[src/rtl/seg_swt_ctl.sv]
// Segment-switch controller for the two-half rename-table unit.
// Watches the architectural half of the issue queue drain, pulses the
// switch, flips the architectural half, and clears retired or flushed
// halves so the queue can refill them.
module seg_swt_ctl #(
  parameter int ISQ_DEPTH = 64,
  parameter int TMO_CYC   = 1023,
  parameter int CNT_W     = 16
) (
  input  logic                 clk,
  input  logic                 rst,
  input  logic [ISQ_DEPTH-1:0] lin_vld,
  input  logic [ISQ_DEPTH-1:0] lin_done,
  input  logic                 brn_pnd,
  input  logic                 flush,
  output logic                 arch_swt,
  output logic                 arch,
  output logic                 top_clr,
  output logic                 mid_clr,
  output logic                 alloc_stall,
  output logic [CNT_W-1:0]     swt_cnt,
  output logic                 tmo_err
);

  localparam int HALF  = ISQ_DEPTH / 2;
  localparam int TMO_W = $clog2(TMO_CYC + 1);
  localparam logic [TMO_W-1:0] TMO_MAX = TMO_W'(TMO_CYC);

  typedef enum logic [1:0] {
    S_IDLE,
    S_DRAIN,
    S_SWT,
    S_CLR
  } state_t;

  state_t           state_q, state_d;
  logic             arch_q, arch_d;
  logic [CNT_W-1:0] swt_cnt_q, swt_cnt_d;
  logic             tmo_q, tmo_d;
  logic [TMO_W-1:0] drn_q, drn_d, drn_inc;
  logic             flush_pnd_q, flush_pnd_d;
  logic             fclr_q, fclr_d;
  logic             stall_q, stall_d;

  logic [HALF-1:0]  ah_vld, ah_done;
  logic             rdy_ah;
  logic             clr_any;

  assign ah_vld  = arch_q ? lin_vld[ISQ_DEPTH-1:HALF]  : lin_vld[HALF-1:0];
  assign ah_done = arch_q ? lin_done[ISQ_DEPTH-1:HALF] : lin_done[HALF-1:0];
  // done bits of empty lines are masked by ah_vld
  assign rdy_ah  = (|ah_vld) && ((ah_vld & ~ah_done) == '0) && !brn_pnd;

  assign drn_inc = (drn_q == TMO_MAX) ? drn_q : drn_q + TMO_W'(1);

  // Next-state and bookkeeping for the switch sequence
  always_comb begin
    state_d     = state_q;
    arch_d      = arch_q;
    swt_cnt_d   = swt_cnt_q;
    tmo_d       = tmo_q;
    drn_d       = drn_q;
    flush_pnd_d = flush_pnd_q;
    fclr_d      = 1'b0;
    case (state_q)
      S_IDLE: begin
        if (|ah_vld) state_d = S_DRAIN;
        // a flush held over from SWT/CLR merges with any new flush here
        if (flush || flush_pnd_q) fclr_d = 1'b1;
        flush_pnd_d = 1'b0;
      end
      S_DRAIN: begin
        drn_d = drn_inc;
        if (drn_inc == TMO_MAX) tmo_d = 1'b1;
        if (flush) begin
          fclr_d = 1'b1;
        end else if (rdy_ah) begin
          state_d = S_SWT;
          drn_d   = '0;
        end
      end
      S_SWT: begin
        arch_d    = ~arch_q;
        swt_cnt_d = swt_cnt_q + CNT_W'(1);
        state_d   = S_CLR;
        if (flush) flush_pnd_d = 1'b1;
      end
      S_CLR: begin
        state_d = S_IDLE;
        if (flush) flush_pnd_d = 1'b1;
      end
      default: state_d = S_IDLE;
    endcase
    stall_d = (state_d == S_DRAIN) || (state_d == S_SWT);
  end

  // State and status registers with synchronous reset
  always_ff @(posedge clk) begin
    if (rst) begin
      state_q     <= S_IDLE;
      arch_q      <= 1'b0;
      swt_cnt_q   <= '0;
      tmo_q       <= 1'b0;
      drn_q       <= '0;
      flush_pnd_q <= 1'b0;
      fclr_q      <= 1'b0;
      stall_q     <= 1'b0;
    end else begin
      state_q     <= state_d;
      arch_q      <= arch_d;
      swt_cnt_q   <= swt_cnt_d;
      tmo_q       <= tmo_d;
      drn_q       <= drn_d;
      flush_pnd_q <= flush_pnd_d;
      fclr_q      <= fclr_d;
      stall_q     <= stall_d;
    end
  end

  // CLR clears the new SH (old AH) and a flush clears the current SH; with
  // arch stable in both cases they hit the same half, so one OR yields a
  // single pulse and top/mid can never be high together.
  assign clr_any     = (state_q == S_CLR) || fclr_q;
  assign top_clr     = clr_any && arch_q;
  assign mid_clr     = clr_any && !arch_q;
  assign arch_swt    = (state_q == S_SWT);
  assign arch        = arch_q;
  assign alloc_stall = stall_q;
  assign swt_cnt     = swt_cnt_q;
  assign tmo_err     = tmo_q;

endmodule

[config.mk]
export PLATFORM = sky130hd
export DESIGN_NAME = seg_swt_ctl
export DESIGN_NICKNAME = d
export VERILOG_FILES = /design/src/rtl/seg_swt_ctl.sv
export SDC_FILE = /design/constraint.sdc
export NUM_CORES = 1
export LEC_CHECK = 0
export BUFFER_PORTS_ARGS = -buffer_cell sky130_fd_sc_hd__clkbuf_2
export CAP_MARGIN = 5
export CORE_MARGIN = 2
export CORE_UTILIZATION = 46
export CTS_CLUSTER_SIZE = 8
export DETAILED_ROUTE_END_ITERATION = 8
export PLACE_DENSITY = 0.91
export REMOVE_ABC_BUFFERS = 1
export SYNTH_ARGS = -nofsm -noshare
export SYNTH_HDL_FRONTEND = slang
export SYNTH_SLANG_ARGS = --single-unit
[constraint.sdc]
create_clock -name clk -period 4.9 [get_ports clk]
set_clock_uncertainty 0.05 [all_clocks]
set_input_delay 0.49 -clock clk [delete_from_list [all_inputs] [get_ports clk]]
set_output_delay 0.49 -clock clk [all_outputs]
set_load 0.01 [all_outputs]
* Word-level counts from Yosys, hierarchy flattened *
Index checks and enable logic that the tools add are counted.

word-level totals
  bits in registers = 33
  output and inout port bits = 22
  word-level logic and storage cells = 51

cells by class
  multiplexer cells = 14
  reduce and logical (&&, ||, !) cells = 16
  bitwise gates (word level) = 3
  eq/ne operators = 8
  $add $sub $neg = 2

operators with widths
  kind                                                                    number
  32-bit 2-to-1 mux                                                       2
  32-bit AND                                                              1
  32-bit zero test                                                        1
  32-bit inverter                                                         1
  32-bit OR reduction                                                     1
  10-bit 2-to-1 mux                                                       3
  10-bit equality test (second input constant)                            2
  16-bit by 1-bit adder with 16-bit output (second input constant)        1
  10-bit by 1-bit adder with 10-bit output (second input constant)        1
  2-bit case mux with 4 select lines                                      1
  2-bit equality test (second input constant)                             3
  2-bit 2-to-1 mux                                                        3
  2-bit by 1-bit equality test with 1-bit output (second input constant)  2
  1-bit logical AND                                                       4
  1-bit case mux with 2 select lines                                      2
  2-bit AND reduction                                                     2
  1-bit logical OR                                                        3
  1-bit 2-to-1 mux                                                        3
  1-bit zero test                                                         2
  2-bit zero test                                                         1
  2-bit by 1-bit != test with 1-bit output (second input constant)        1
  2-bit nonzero test                                                      1
  2-bit OR reduction                                                      1
  1-bit inverter                                                          1

* Logic depth before layout (Yosys ltp) *
  depth in word-level cells = 11
  depth in mapped cells = 9
  gate-level depth less buffers = 7

* Least setup slack after synthesis *
Ideal clock, no wire load.

  path kind = in2reg
  from = input port lin_vld[43]
  to = register drn_q[7]
  stages = 7
  path slack = 2.795 ns
  data arrival time = 1.980 ns
  data required time = 4.776 ns
  setup time = 0.074 ns
  path through = nor4_1 nand4_1 a211oi_2 o21a_2 a2111oi_2 or4_1 a31oi_1

between the ends
  longest elaborated chain between the ends = 7

RTL lines
  item                                line  source
  start, declared                     12    input logic [ISQ_DEPTH-1:0] lin_vld,
  32-bit 2-to-1 mux (*)               49    assign ah_vld = arch_q ? lin_vld[ISQ_DEPTH-1:HALF] : lin_vld[HALF-1:0];
  32-bit AND                          52    assign rdy_ah = (|ah_vld) && ((ah_vld & ~ah_done) == '0) && !brn_pnd;
  32-bit zero test                    52
  1-bit logical AND (*) (2 in a row)  52
  10-bit 2-to-1 mux (*)               77    end else if (rdy_ah) begin
  10-bit 2-to-1 mux (*)               75    if (flush) begin
  end signal, assigned                113   drn_q <= drn_d;
  end, declared                       40    logic [TMO_W-1:0] drn_q, drn_d, drn_inc;

Mark *: on every way between the ends. The rest lies on a longest branch, timed or not.
A chain may end at the register's enable or synchronous reset.

* Worst setup path in the final report *
  from = register arch_q (netlist: arch)
  to = register drn_q[2]

between the ends
  longest elaborated chain between the ends = 8

RTL lines
  item                                line  source
  start, declared                     37    logic arch_q, arch_d;
  start signal, assigned              110   arch_q <= arch_d;
  32-bit 2-to-1 mux                   50    assign ah_done = arch_q ? lin_done[ISQ_DEPTH-1:HALF] : lin_done[HALF-1:0];
  32-bit inverter                     52
  32-bit AND                          52
  32-bit zero test                    52
  1-bit logical AND (*) (2 in a row)  52
  10-bit 2-to-1 mux (*)               77
  10-bit 2-to-1 mux (*)               75

Marked as above.

==> results.md <==
* Status: complete, no violations
* Tcrit/Tclk final at 0.567
* Htree depth at 2
* Antenna cells at 0
* Row count at 26
* Pleak at 1.59 nW
* First-pass GRT wire length at 11200 um
* Fin. max-slew vios at 0
* Setup_tns at 0 ns
* Starting density of the core at 0.469
* Total iterations of the first detailed-routing run at 4
* Cell Area, Synth at 2370 sq um
* Min cycle time layout at 2.78 ns
* CP Capture Type: flop
* I/O pin count at 154
* Grt ovf at 0
* Layout cells sized above 1 at 0.342
* Hold_buf cts at 0
* Cell Pwr Density at 183 nW/um^2
* CORE AREA at 5040 sq um
* Post-Synthesis Cells at 340
* Warnings from Yosys at 0
* Largest net degree at the start of global routing at 32
* Syn_area_per_cell at 6.96 sq um
* Crit start category: flop
* Critical Path RT at 5.00 ns
* CP Max Fanout at 19
* Synth Area in Compound Gates at 0.227
* Worst hold path type: in -> reg
* Antenna-violating nets left at 0
* Setup Fix Bufs, Post-CTS at 0
* Worst VDD drop at 196 uV
* DRT Wirelength at 8010 um
* Post-synthesis mux area share at 0.0254
* Die Area at 5730 sq um
* Cts repair resizes at 0
* CTS Root Cell: clkbuf_8
* Netlist cell types at 46
* Fin util at 0.641
* Rel. slew slack at 0.438
* Die H at 75.7 um
* Max-Cap Viols at 0
* Post-synthesis sequential area ratio at 0.279
* Vias per Instance at 5.35
* Buffer depth of the longest clock path at 2
* Vias at 2993
* Max frequency at 360 MHz
* Worst Tran Pin Value at 0.842 ns
* Fill cells at 491
* WHS at 0.424 ns
* Port buffer count at 153
* RSZ-0062 raised after global routing: no
* First DRT Iteration DRCs at 106
* FF+latch count, synth at 33
* Final HPWL DP at 6640 um
* Total CTS buffers at 5
* Residual DRC at 0
* Vias in the first global route at 2628
* Final setup fails at 0
* CTS tree: done
* Latest clock arrival within the worst-skew pair at 0.29 ns
* CTS Sinks at 33
* Layout net count at 622
* Main combinational cell family by area after synthesis: simple AND/OR/NAND/NOR gates
* Routed len/inst at 14.3 um
* Total global-route track usage at 0.255
* Adder-cell share of the synthesized area at 0.0106
* Final Hold Fails at 0
* Routability cong. at 0.940
* Initial antenna violation count at 0
* Post-synthesis xor/xnor area fraction at 0.0407
* Worst endpoint data arrival time at 2.87 ns
* CP Class: reg -> reg
* Simple-gate portion of the synthesized area at 0.300
* Die X at 75.7 um
* Area grow syn2layout at 36.7%
* Clock slew at reported path FFs at 0.07 ns
-- critical path: stages, from the launching register on --
cell and delay (ns):
dfxtp_1 0.87, inv_1 0.24, a221oi_1 0.37, o221ai_1 0.23
a2111o_1 0.60, a21oi_1 0.20, nor3_1 0.07
-- state kept, by name, indices dropped and copies added (netlist names) --
signal,cells
flush_pnd_q,1
state_q,2
drn_q,10
tmo_err,1
arch,1
swt_cnt,16
alloc_stall,1
fclr_q,1
-- cell usage after synthesis, drive strengths merged --
cell type / n / area (sq um)
nand3: 9 / 45.0
nor4b: 1 / 23.8
xnor2: 2 / 17.5
a2111oi: 3 / 32.5
o21a: 2 / 16.3
nand2: 32 / 120
o2111ai: 1 / 8.76
xor2: 9 / 78.8
o211ai: 2 / 15.0
mux2i: 6 / 60.1
or4: 2 / 15.0
nor3b: 3 / 22.5
or3: 5 / 31.3
a21oi: 22 / 110
or2: 3 / 18.8
o21ai: 12 / 60.1
ha: 2 / 25.0
and3: 6 / 37.5
and4: 1 / 8.76
clkbuf: 6 / 32.5
a221oi: 2 / 17.5
a211oi: 2 / 20.0
nand2b: 4 / 25.0
nor3: 8 / 40.0
nand4: 9 / 56.3
nor4: 17 / 121
nor2: 30 / 113
buf: 6 / 35.0
a31oi: 8 / 50.1
a32o: 1 / 10.0
a2111o: 1 / 11.3
o22ai: 27 / 169
dfxtp: 33 / 661
and2: 1 / 6.26
nor2b: 4 / 25.0
o221ai: 1 / 8.76
a21o: 1 / 7.51
inv: 56 / 210
-- logic make-up after synthesis --
group | after synthesis
and+or+nand+nor | 135
AOI/OAI and AO/OA | 85
buffers and inverters | 68
DFF | 33
xor gates and xnor gates | 11
muxes | 6
adders and majority gates | 2
-- layer usage --
metal / global-route usage / part of all wire
met5: 0 / 0
met4: 0.109 / 0.026
met3: 0.0344 / 0.059
met2: 0.487 / 0.52
met1: 0.278 / 0.40
-- cells in the final DEF, fill, tap and decap left out, types with 2 or more instances in the layout --
master,instances
nor2b_1,4
or2_2,2
nor2_1,30
o211ai_1,2
nand3_1,9
inv_1,56
nor3b_1,3
dfxtp_1,33
nand2_1,32
or4_1,2
clkbuf_8,5
nand4_1,9
a21oi_1,22
a31oi_1,8
nor3_1,8
o21ai_0,12
nand2b_1,4
clkinv_2,2
and3_1,6
xor2_1,9
a2111oi_0,2
ha_1,2
mux2i_1,6
o22ai_1,27
clkbuf_2,153
nor4_1,16
or3_1,5
xnor2_1,2
a221oi_1,2
-- metrics by stage --
stage          instances  setup WS (ns)  total power [mW]  cell area, sq um
3_3_place_gp         551           2.25             0.396              3150
3_5_place_dp         551           2.12             0.397              3150
5_1_grt              559           1.93             0.615              3230
2_1_floorplan        328           2.51             0.322              2300
4_1_cts              559           2.10             0.591              3230
6_report             559           2.12             0.590              3230
-- path summary, 6_finish.rpt --
kind,to,from,depth (start not counted),slack (ns)
setup / recovery,drn_q[2],arch,6,2.12
hold / removal,flush_pnd_q,flush,3,0.42
setup reg to reg,drn_q[2],arch,6,2.12
hold reg to reg,flush_pnd_q,flush_pnd_q,2,0.43
-- power by group --
part,switching [mW],internal (mW)
logic,0.0589,0.0605
clock network,0.0985,0.0983
registers,0.00323,0.271
total,0.161,0.430
-- cell type report --
type,count,area (sq um),area share
Tap cell,70,87.6,0.0271
Multi-Input combinational cell,239,1430,0.441
Inverter,56,210,0.0650
Clock inverter,2,10.0,0.00309
Sequential cell,33,661,0.204
Clock buffer,6,72.6,0.0224
Timing Repair Buffer,153,766,0.237
Note: power is estimated with default switching activity, not from simulation.
